===== src/rtl/imem_pkg.sv =====
// Shared definitions for the loadable instruction memory: boot-phase encoding
// and the NOP instruction word that the core decoder also reuses.
package imem_pkg;

  typedef enum logic [1:0] {
    IMEM_CLEAR = 2'd0,
    IMEM_LOAD  = 2'd1,
    IMEM_RUN   = 2'd2
  } imem_state_e;

  localparam logic [31:0] IMEM_NOP_WORD = 32'h0000_0000;

endpackage


===== src/rtl/imem_array.sv =====
// DEPTH x DATA_W instruction storage: one write port, one registered read port
// whose output can be forced to the NOP word for out-of-range fetches.
module imem_array
  import imem_pkg::*;
#(
  parameter int unsigned        DATA_W   = 32,
  parameter int unsigned        DEPTH    = 16,
  parameter int unsigned        IDX_W    = (DEPTH > 1) ? $clog2(DEPTH) : 1,
  parameter logic [DATA_W-1:0]  NOP_WORD = DATA_W'(IMEM_NOP_WORD)
) (
  input  logic              clk,
  input  logic              rst_n,
  input  logic              we,
  input  logic [IDX_W-1:0]  waddr,
  input  logic [DATA_W-1:0] wdata,
  input  logic              re,
  input  logic              rd_nop,
  input  logic [IDX_W-1:0]  raddr,
  output logic [DATA_W-1:0] rdata
);

  logic [DATA_W-1:0] mem_q [DEPTH];
  logic [DATA_W-1:0] rdata_d, rdata_q;

  // Storage carries no reset; the owner clears it word by word after reset.
  always_ff @(posedge clk) begin
    if (we) begin
      mem_q[waddr] <= wdata;
    end
  end

  always_comb begin
    rdata_d = rdata_q;
    if (re) begin
      rdata_d = rd_nop ? NOP_WORD : mem_q[raddr];
    end
  end

  always_ff @(posedge clk) begin
    if (!rst_n) begin
      rdata_q <= NOP_WORD;
    end else begin
      rdata_q <= rdata_d;
    end
  end

  assign rdata = rdata_q;

endmodule


===== src/rtl/imem_prog.sv =====
// Loadable instruction memory: clears on reset, accepts an external program
// load, then serves latency-1 registered fetches with a fault flag.
module imem_prog
  import imem_pkg::*;
#(
  parameter int unsigned        DATA_W   = 32,
  parameter int unsigned        ADDR_W   = 16,
  parameter int unsigned        DEPTH    = 16,
  parameter logic [DATA_W-1:0]  NOP_WORD = DATA_W'(IMEM_NOP_WORD)
) (
  input  logic              clk,
  input  logic              rst_n,
  input  logic              ld_we,
  input  logic [ADDR_W-1:0] ld_addr,
  input  logic [DATA_W-1:0] ld_data,
  input  logic              ld_done,
  output logic              ld_ready,
  output logic              ld_err,
  input  logic              fetch_req,
  input  logic [ADDR_W-1:0] fetch_addr,
  output logic              fetch_valid,
  output logic [DATA_W-1:0] fetch_data,
  output logic              fetch_fault,
  output logic              running
);

  localparam int unsigned IDX_W = (DEPTH > 1) ? $clog2(DEPTH) : 1;

  imem_state_e      state_q, state_d;
  logic [IDX_W-1:0] clr_cnt_q, clr_cnt_d;
  logic             ld_err_q, ld_err_d;
  logic             valid_q, valid_d;
  logic             fault_q, fault_d;

  logic              ld_in_range, fetch_in_range;
  logic              mem_we;
  logic [IDX_W-1:0]  mem_waddr;
  logic [DATA_W-1:0] mem_wdata;
  logic              mem_re;

  // One extra bit keeps the compare exact even when DEPTH == 2**ADDR_W.
  assign ld_in_range    = ({1'b0, ld_addr}    < (ADDR_W+1)'(DEPTH));
  assign fetch_in_range = ({1'b0, fetch_addr} < (ADDR_W+1)'(DEPTH));

  always_comb begin
    state_d   = state_q;
    clr_cnt_d = clr_cnt_q;
    ld_err_d  = ld_err_q;
    valid_d   = 1'b0;
    fault_d   = 1'b0;
    mem_we    = 1'b0;
    mem_waddr = clr_cnt_q;
    mem_wdata = NOP_WORD;
    mem_re    = 1'b0;
    unique case (state_q)
      IMEM_CLEAR: begin
        mem_we    = 1'b1;
        clr_cnt_d = clr_cnt_q + IDX_W'(1);
        if (clr_cnt_q == IDX_W'(DEPTH - 1)) begin
          clr_cnt_d = '0;
          state_d   = IMEM_LOAD;
        end
      end
      IMEM_LOAD: begin
        if (ld_we) begin
          if (ld_in_range) begin
            mem_we    = 1'b1;
            mem_waddr = ld_addr[IDX_W-1:0];
            mem_wdata = ld_data;
          end else begin
            ld_err_d = 1'b1;
          end
        end
        if (ld_done) begin
          state_d = IMEM_RUN;
        end
      end
      IMEM_RUN: begin
        mem_re  = fetch_req;
        valid_d = fetch_req;
        fault_d = fetch_req && !fetch_in_range;
      end
      default: state_d = IMEM_CLEAR;
    endcase
  end

  always_ff @(posedge clk) begin
    if (!rst_n) begin
      state_q   <= IMEM_CLEAR;
      clr_cnt_q <= '0;
      ld_err_q  <= 1'b0;
      valid_q   <= 1'b0;
      fault_q   <= 1'b0;
    end else begin
      state_q   <= state_d;
      clr_cnt_q <= clr_cnt_d;
      ld_err_q  <= ld_err_d;
      valid_q   <= valid_d;
      fault_q   <= fault_d;
    end
  end

  imem_array #(
    .DATA_W   (DATA_W),
    .DEPTH    (DEPTH),
    .IDX_W    (IDX_W),
    .NOP_WORD (NOP_WORD)
  ) u_array (
    .clk    (clk),
    .rst_n  (rst_n),
    .we     (mem_we && rst_n),
    .waddr  (mem_waddr),
    .wdata  (mem_wdata),
    .re     (mem_re),
    .rd_nop (!fetch_in_range),
    .raddr  (fetch_addr[IDX_W-1:0]),
    .rdata  (fetch_data)
  );

  assign ld_ready    = (state_q == IMEM_LOAD);
  assign running     = (state_q == IMEM_RUN);
  assign ld_err      = ld_err_q;
  assign fetch_valid = valid_q;
  assign fetch_fault = fault_q;

endmodule


===== config.mk =====
export PLATFORM = sky130hd
export DESIGN_NAME = imem_prog
export DESIGN_NICKNAME = d
export VERILOG_FILES = /design/src/rtl/imem_pkg.sv /design/src/rtl/imem_array.sv /design/src/rtl/imem_prog.sv
export SDC_FILE = /design/constraint.sdc
export NUM_CORES = 1
export LEC_CHECK = 0
export BUFFER_PORTS_ARGS = -buffer_cell sky130_fd_sc_hd__buf_2
export CORE_MARGIN = 2
export CORE_UTILIZATION = 45
export CTS_CLUSTER_DIAMETER = 200
export DETAILED_ROUTE_END_ITERATION = 7
export SETUP_SLACK_MARGIN = 0.15
export SYNTH_ARGS = -nofsm -noshare
export SYNTH_HDL_FRONTEND = slang
export SYNTH_HIERARCHICAL = 1
export SYNTH_SLANG_ARGS = --single-unit

===== constraint.sdc =====
create_clock -name clk -period 15.5 [get_ports clk]
set_clock_uncertainty 0.15 [all_clocks]
set_input_delay 1.55 -clock clk [delete_from_list [all_inputs] [get_ports clk]]
set_output_delay 1.55 -clock clk [all_outputs]
set_load 0.01 [all_outputs]

After elaboration in Yosys (flattened, before gate mapping)

Memories as Yosys holds them, arrays and structs flattened.
Cells that the tools add are included.

Bits in registers: 41
Bits in latches: 0
Bits in writable memories: 512
Memory bits (read-only): 0
Input bits: 69
Output and inout bits: 37
Logic and storage cells: 41
Memories kept: 1

Memory list:

| name          | depth | bits a word | read ports | clocked after memory_dff | wr ports | line             | text |
|---|---|---|---|---|---|---|---|
| u_array.mem_q | 16    | 32          | 1          | 0                        | 1        | imem_array.sv:22 | `logic [DATA_W-1:0] mem_q [DEPTH];` |

$add $sub $neg: 1
$mul: 0
Divide/modulo/power cells: 0
$lt $le $gt $ge: 2
Equality and inequality tests: 5
Shift-type cells: 0
Mux-type cells: 17
Bitwise gates (word level): 2
Reduce and logical (&&, ||, !) cells: 7

Operator list:

| operator                                            | count |
|---|---|
| 2-to-1 mux 32 bit                                   | 4 |
| < comparator 16 x 5 -> 1 bit, second input constant | 2 |
| 2-to-1 mux 4 bit                                    | 4 |
| case mux 2 bit (3 select lines)                     | 1 |
| AND reduction 3 bit                                 | 2 |
| 2-to-1 mux 1 bit                                    | 5 |
| adder 4 x 1 -> 4 bit, second input constant         | 1 |
| equality test 4 bit, second input constant          | 1 |
| 2-to-1 mux 2 bit                                    | 2 |
| inequality test 2 bit, second input constant        | 2 |
| equality test 2 x 1 -> 1 bit, second input constant | 1 |
| equality test 2 bit, second input constant          | 1 |
| logical AND 1 bit                                   | 2 |
| zero test 2 bit                                     | 1 |
| inverter 1 bit                                      | 2 |
| case mux 1 bit (2 select lines)                     | 1 |
| AND reduction 2 bit                                 | 1 |
| zero test 1 bit                                     | 1 |

Depth between registers and ports, before layout

Depth after elaboration: 7
Gate-level depth with buffers: 9

Cells and area by module

Netlist, hierarchy kept.

Modules (own cells, without submodules):

| module     | instances | cells an instance | area an instance (um^2) | sequential area each (um^2) |
|---|---|---|---|---|
| imem_array | 1         | 947               | 20420.8                 | 16015.4 |
| imem_prog  | 1         | 94                | 743.2                   | 180.2 |

Worst setup path after synthesis

No wires, ideal clock.

Kind: input -> register
From: in ld_addr[7]
To: mem u_array.mem_q[0][0] (enable)
Data arrival time: 5723 ps
Data required time: 14889 ps
Slack: 9166 ps
Stages: 5
Cell sequence: or4_1 nor4_4 mux2_2 or3b_2 nor3_1

RTL lines:

| element                      | line             | text |
|---|---|---|
| start: declaration           | imem_prog.sv:14  | `input logic [ADDR_W-1:0] ld_addr,` |
| < comparator 16 x 5 -> 1 bit | imem_prog.sv:42  | `assign ld_in_range = ({1'b0, ld_addr} < (ADDR_W+1)'(DEPTH));` |
| 2-to-1 mux 4 bit             | imem_prog.sv:66  | `if (ld_in_range) begin` |
| 2-to-1 mux 4 bit             | imem_prog.sv:65  | `if (ld_we) begin` |
| 2-to-1 mux 4 bit             | imem_prog.sv:55  | `unique case (state_q)` |
| via mem_waddr[2]             | imem_prog.sv:37  | `logic [IDX_W-1:0] mem_waddr;` |
| end: declaration             | imem_array.sv:22 |  |

The timed path passes the listed nets, and every way through them passes these cells.

Worst setup path after layout

From: in ld_addr[7]
To: mem u_array.mem_q[4][15] (enable)

Same word-level chain as after synthesis.

==> results by group <==
Finish
  • Area growth syn-to-layout: 14.27%
  • Most frequent cells in the layout: 512 x edfxtp_1, 102 x buf_2, 96 x mux4_2, 96 x mux2i_1, 56 x clkbuf_16
  • Fillers: roughly 3800
  • Number of antenna repair diodes: 0
  • Fin nets: 1242
  • Final Non-Filler Cells: between 1500 and 2000
  • Most common cell after layout, fill and taps aside: edfxtp_1
  • Design Area, Final: between 20000 and 25000 sq um
  • Proportion of layout cells with a drive suffix above 1: 27.07%

Critical path
  • CP Cell Sequence: buf_2, or4_1, nor4_4, buf_4, mux2_2, nand3b_1, nor3_2, buf_4
  • Slowest stage delay, CP: 870 ps
  • Worst reg-to-reg setup slack: 11280 ps
  • Critical path's slowest cell: nor3_2
  • R2r worst-path depth: 7
  • Family with the most delay on the worst path: simple AND/OR/NAND/NOR gates
  • Req. time, crit path: 15590 ps
  • Data arrival, critical path: roughly 5200 ps
  • CP endpoint kind: register
  • Max FO, Critical Path: 37
  • CP Launch Point: ld_addr[7]
  • Launch point of the worst reg-to-reg path: state_q[0]
  • CP Buf/Inv Count: 3
  • Most repeated library cell on the critical path: buf_4
  • Worst setup path class: input port to register
  • Reg-to-Reg End: u_array/mem_q[4][15]
  • Startpoint types: input port

Routing
  • Iteration count of the initial detailed-routing pass: 5
  • Vias post-DR: between 10000 and 15000
  • Via/cell ratio: 5.669
  • Drt drc: 0
  • Final ANT Viol Nets: 0
  • Post-Route WL: 45820 um
  • Routed length per placed instance: 25.09 um
  • Initial DRC Count: roughly 750

Clock tree
  • CTS tree: yes
  • CTS max path bufs: 3
  • Clock sinks: 553
  • Cts bufs inserted: 56
  • Clk_lat worst skew: approximately 610 ps
  • Post-CTS Setup Inserts: 0
  • H-Tree Depth: 2
  • Root buf cell: clkbuf_16
  • # hold bufs at CTS: 0
  • Clock transition at path regs: roughly 60 ps
  • Cts repair resizes: 0

Logic synthesis
  • Post-synthesis sequential area ratio: roughly three quarters
  • Yosys reg bits: between 500 and 600
  • Top cell type's share of synthesized area: approximately 73%
  • Top post-synthesis cells by area: edfxtp_1 73%, mux4_2 10%, mux2i_1 4.5%, dfxtp_1 3.9%, a221oi_1 1.3%
  • Number of synthesis warnings: 6
  • Synthesized cell area: about 21000 sq um
  • Synth area leader: edfxtp_1
  • Avg Inst Size Synth: about 20 sq um
  • Yosys cell types: 40
  • Syn_nets: around 1100
  • Post-Syn Instances: approximately 1000

GRT
  • Total track usage: 18.94%
  • Initial antenna violation count: 0
  • Final global-route overflow total: 0
  • Pin count of the biggest net entering global routing: 65
  • Number of global-route vias before repair: 10960
  • First-pass GRT wire length: 69410 um

STA
  • Unrepaired setup endpoints after global routing: no
  • Final hold viol count: 0
  • Slew headroom: a little over a fifth
  • F_max: 194.9 MHz
  • Final WS setup: 10370 ps
  • Worst-Margin Slew: about 1200 ps
  • Crit path time final: between 5000 and 6000 ps
  • Max-slew violations: 0
  • Final Cycle Share: about a third
  • Final setup TNS: 0 ps
  • Final setup violation count: 0

Placed design
  • DP Worst Slack: approximately 9700 ps
  • DP Cell Count: approximately 1700
  • Placer Congestion: ~0.73
  • HPWL Detailed: around 25000 um
  • Dpl cell area: 22450 sq um
  • PortBufs: 105

Die
  • Core Rows: a little under 80
  • Die H: roughly 220 um
  • Core Region: 46460 sq um
  • Chip width: approximately 220 um
  • Starting Density: a little under half
  • # IOs: ~110
  • Die ar.: approximately 50000 sq um

Worst hold path
  • Hold path endpoint: ld_err
  • HP Start: ld_err
  • Worst hold path cell count: 2
  • Min-Delay Path Class: register to register

Power and ir drop
  • Leak Pwr: about 7.9 nW
  • Worst VDD drop: 0.00009383 V
  • Power per cell area: between 100 and 150 nW/um^2
  • Overall Power: around 3.0 mW

Run
  • Max-cap violations: 0

Status
  • Status: finished clean
-- worst max-delay path by stage --
stage	endpoint	slack (ps)	cells past startpoint
finish	u_array/mem_q[4][15]	10370	8
global route	u_array/mem_q[4][15]	10210	8
CTS	u_array/mem_q[4][15]	10320	8
detailed placement	u_array/mem_q[4][20]	9690	8
global placement	u_array/mem_q[4][25]	9730	8
floorplan	u_array/mem_q[0][0]	9170	5
-- tightest hold or removal path, cell delays in order, from the launching register on --
cell	delay, ps
dfxtp_1	310
nand2_1	50
nand2_1	40
-- area by class of cell --
cell class,instances,area (sq um),area share [%]
Inverter,1,3.754,0.01552
Clock inverter,32,259.0,1.071
Tap cell,607,759.5,3.141
Timing Repair Buffer,133,750.7,3.104
Multi-Input combinational cell,427,4740,19.60
Clock buffer,73,1475,6.100
Sequential cell,553,16200,66.97
-- metrics by stage --
step,util [%],hold WS [ps]
2_1_floorplan,-,316.6
3_3_place_gp,48.32,277.4
3_5_place_dp,48.32,288.0
4_1_cts,52.05,297.4
5_1_grt,52.05,332.1
6_report,52.05,296.9
-- layer usage --
| layer | vias to the layer above | GRT usage [%] | wire, um |
|---|---|---|---|
| met3 | 59 | 2.669 | 1890 |
| met4 | 0 | 5.001 | 825 |
| met2 | 218 | 31.33 | 22510 |
| met5 | - | 0 | 0 |
| met1 | 5514 | 26.64 | 20590 |
| li1 | 4560 | - | - |
-- flip-flops by register name, indices dropped and copies added, names as in the netlist --
name           count
fetch_valid        1
u_array/rdata     32
state_q            2
u_array/mem_q    512
fetch_fault        1
ld_err             1
clr_cnt_q          4
-- cells in the mapped netlist --
| cell | count |
|---|---|
| nand4bb_1 | 1 |
| mux2_2 | 4 |
| ha_1 | 1 |
| buf_2 | 17 |
| or3_1 | 1 |
| edfxtp_1 | 512 |
| nor4_1 | 3 |
| buf_8 | 1 |
| o21ai_0 | 3 |
| buf_6 | 8 |
| clkbuf_1 | 22 |
| clkbuf_2 | 3 |
| buf_4 | 9 |
| o21ba_2 | 1 |
| nor4_4 | 1 |
| a221oi_1 | 32 |
| and2_1 | 36 |
| nor3b_1 | 1 |
| nand4b_1 | 1 |
| or4_1 | 4 |
| mux2i_1 | 96 |
| dfxtp_1 | 41 |
| o211ai_1 | 32 |
| or3b_2 | 2 |
| nand2b_1 | 3 |
| nor3_1 | 4 |
| and4b_1 | 1 |
| nand3_1 | 2 |
| and3_1 | 2 |
| o31ai_1 | 1 |
| nand3b_1 | 3 |
| inv_1 | 1 |
| a21oi_1 | 3 |
| nor2_1 | 14 |
| xor2_1 | 1 |
| mux4_2 | 96 |
| o21ai_1 | 32 |
| nand2_1 | 37 |
| nor2b_1 | 6 |
| a21boi_0 | 3 |
-- cell families after synthesis --
logic type,share of synthesized area [%]
fa+ha+maj,0.05911
simple gates,3.163
mux,14.97
xor+xnor,0.04139
flops,76.52
buf+inv,1.697
compound gates,3.547
-- where the power goes --
| part | internal [mW] | total [mW] | switching [mW] |
|---|---|---|---|
| Clock | 0.735 | 1.28 | 0.543 |
| Sequential | 1.62 | 1.63 | 0.00389 |
| Combinational | 0.0369 | 0.0933 | 0.0564 |
| Total | 2.40 | 3.00 | 0.603 |
(Power assumes the default switching activity.)
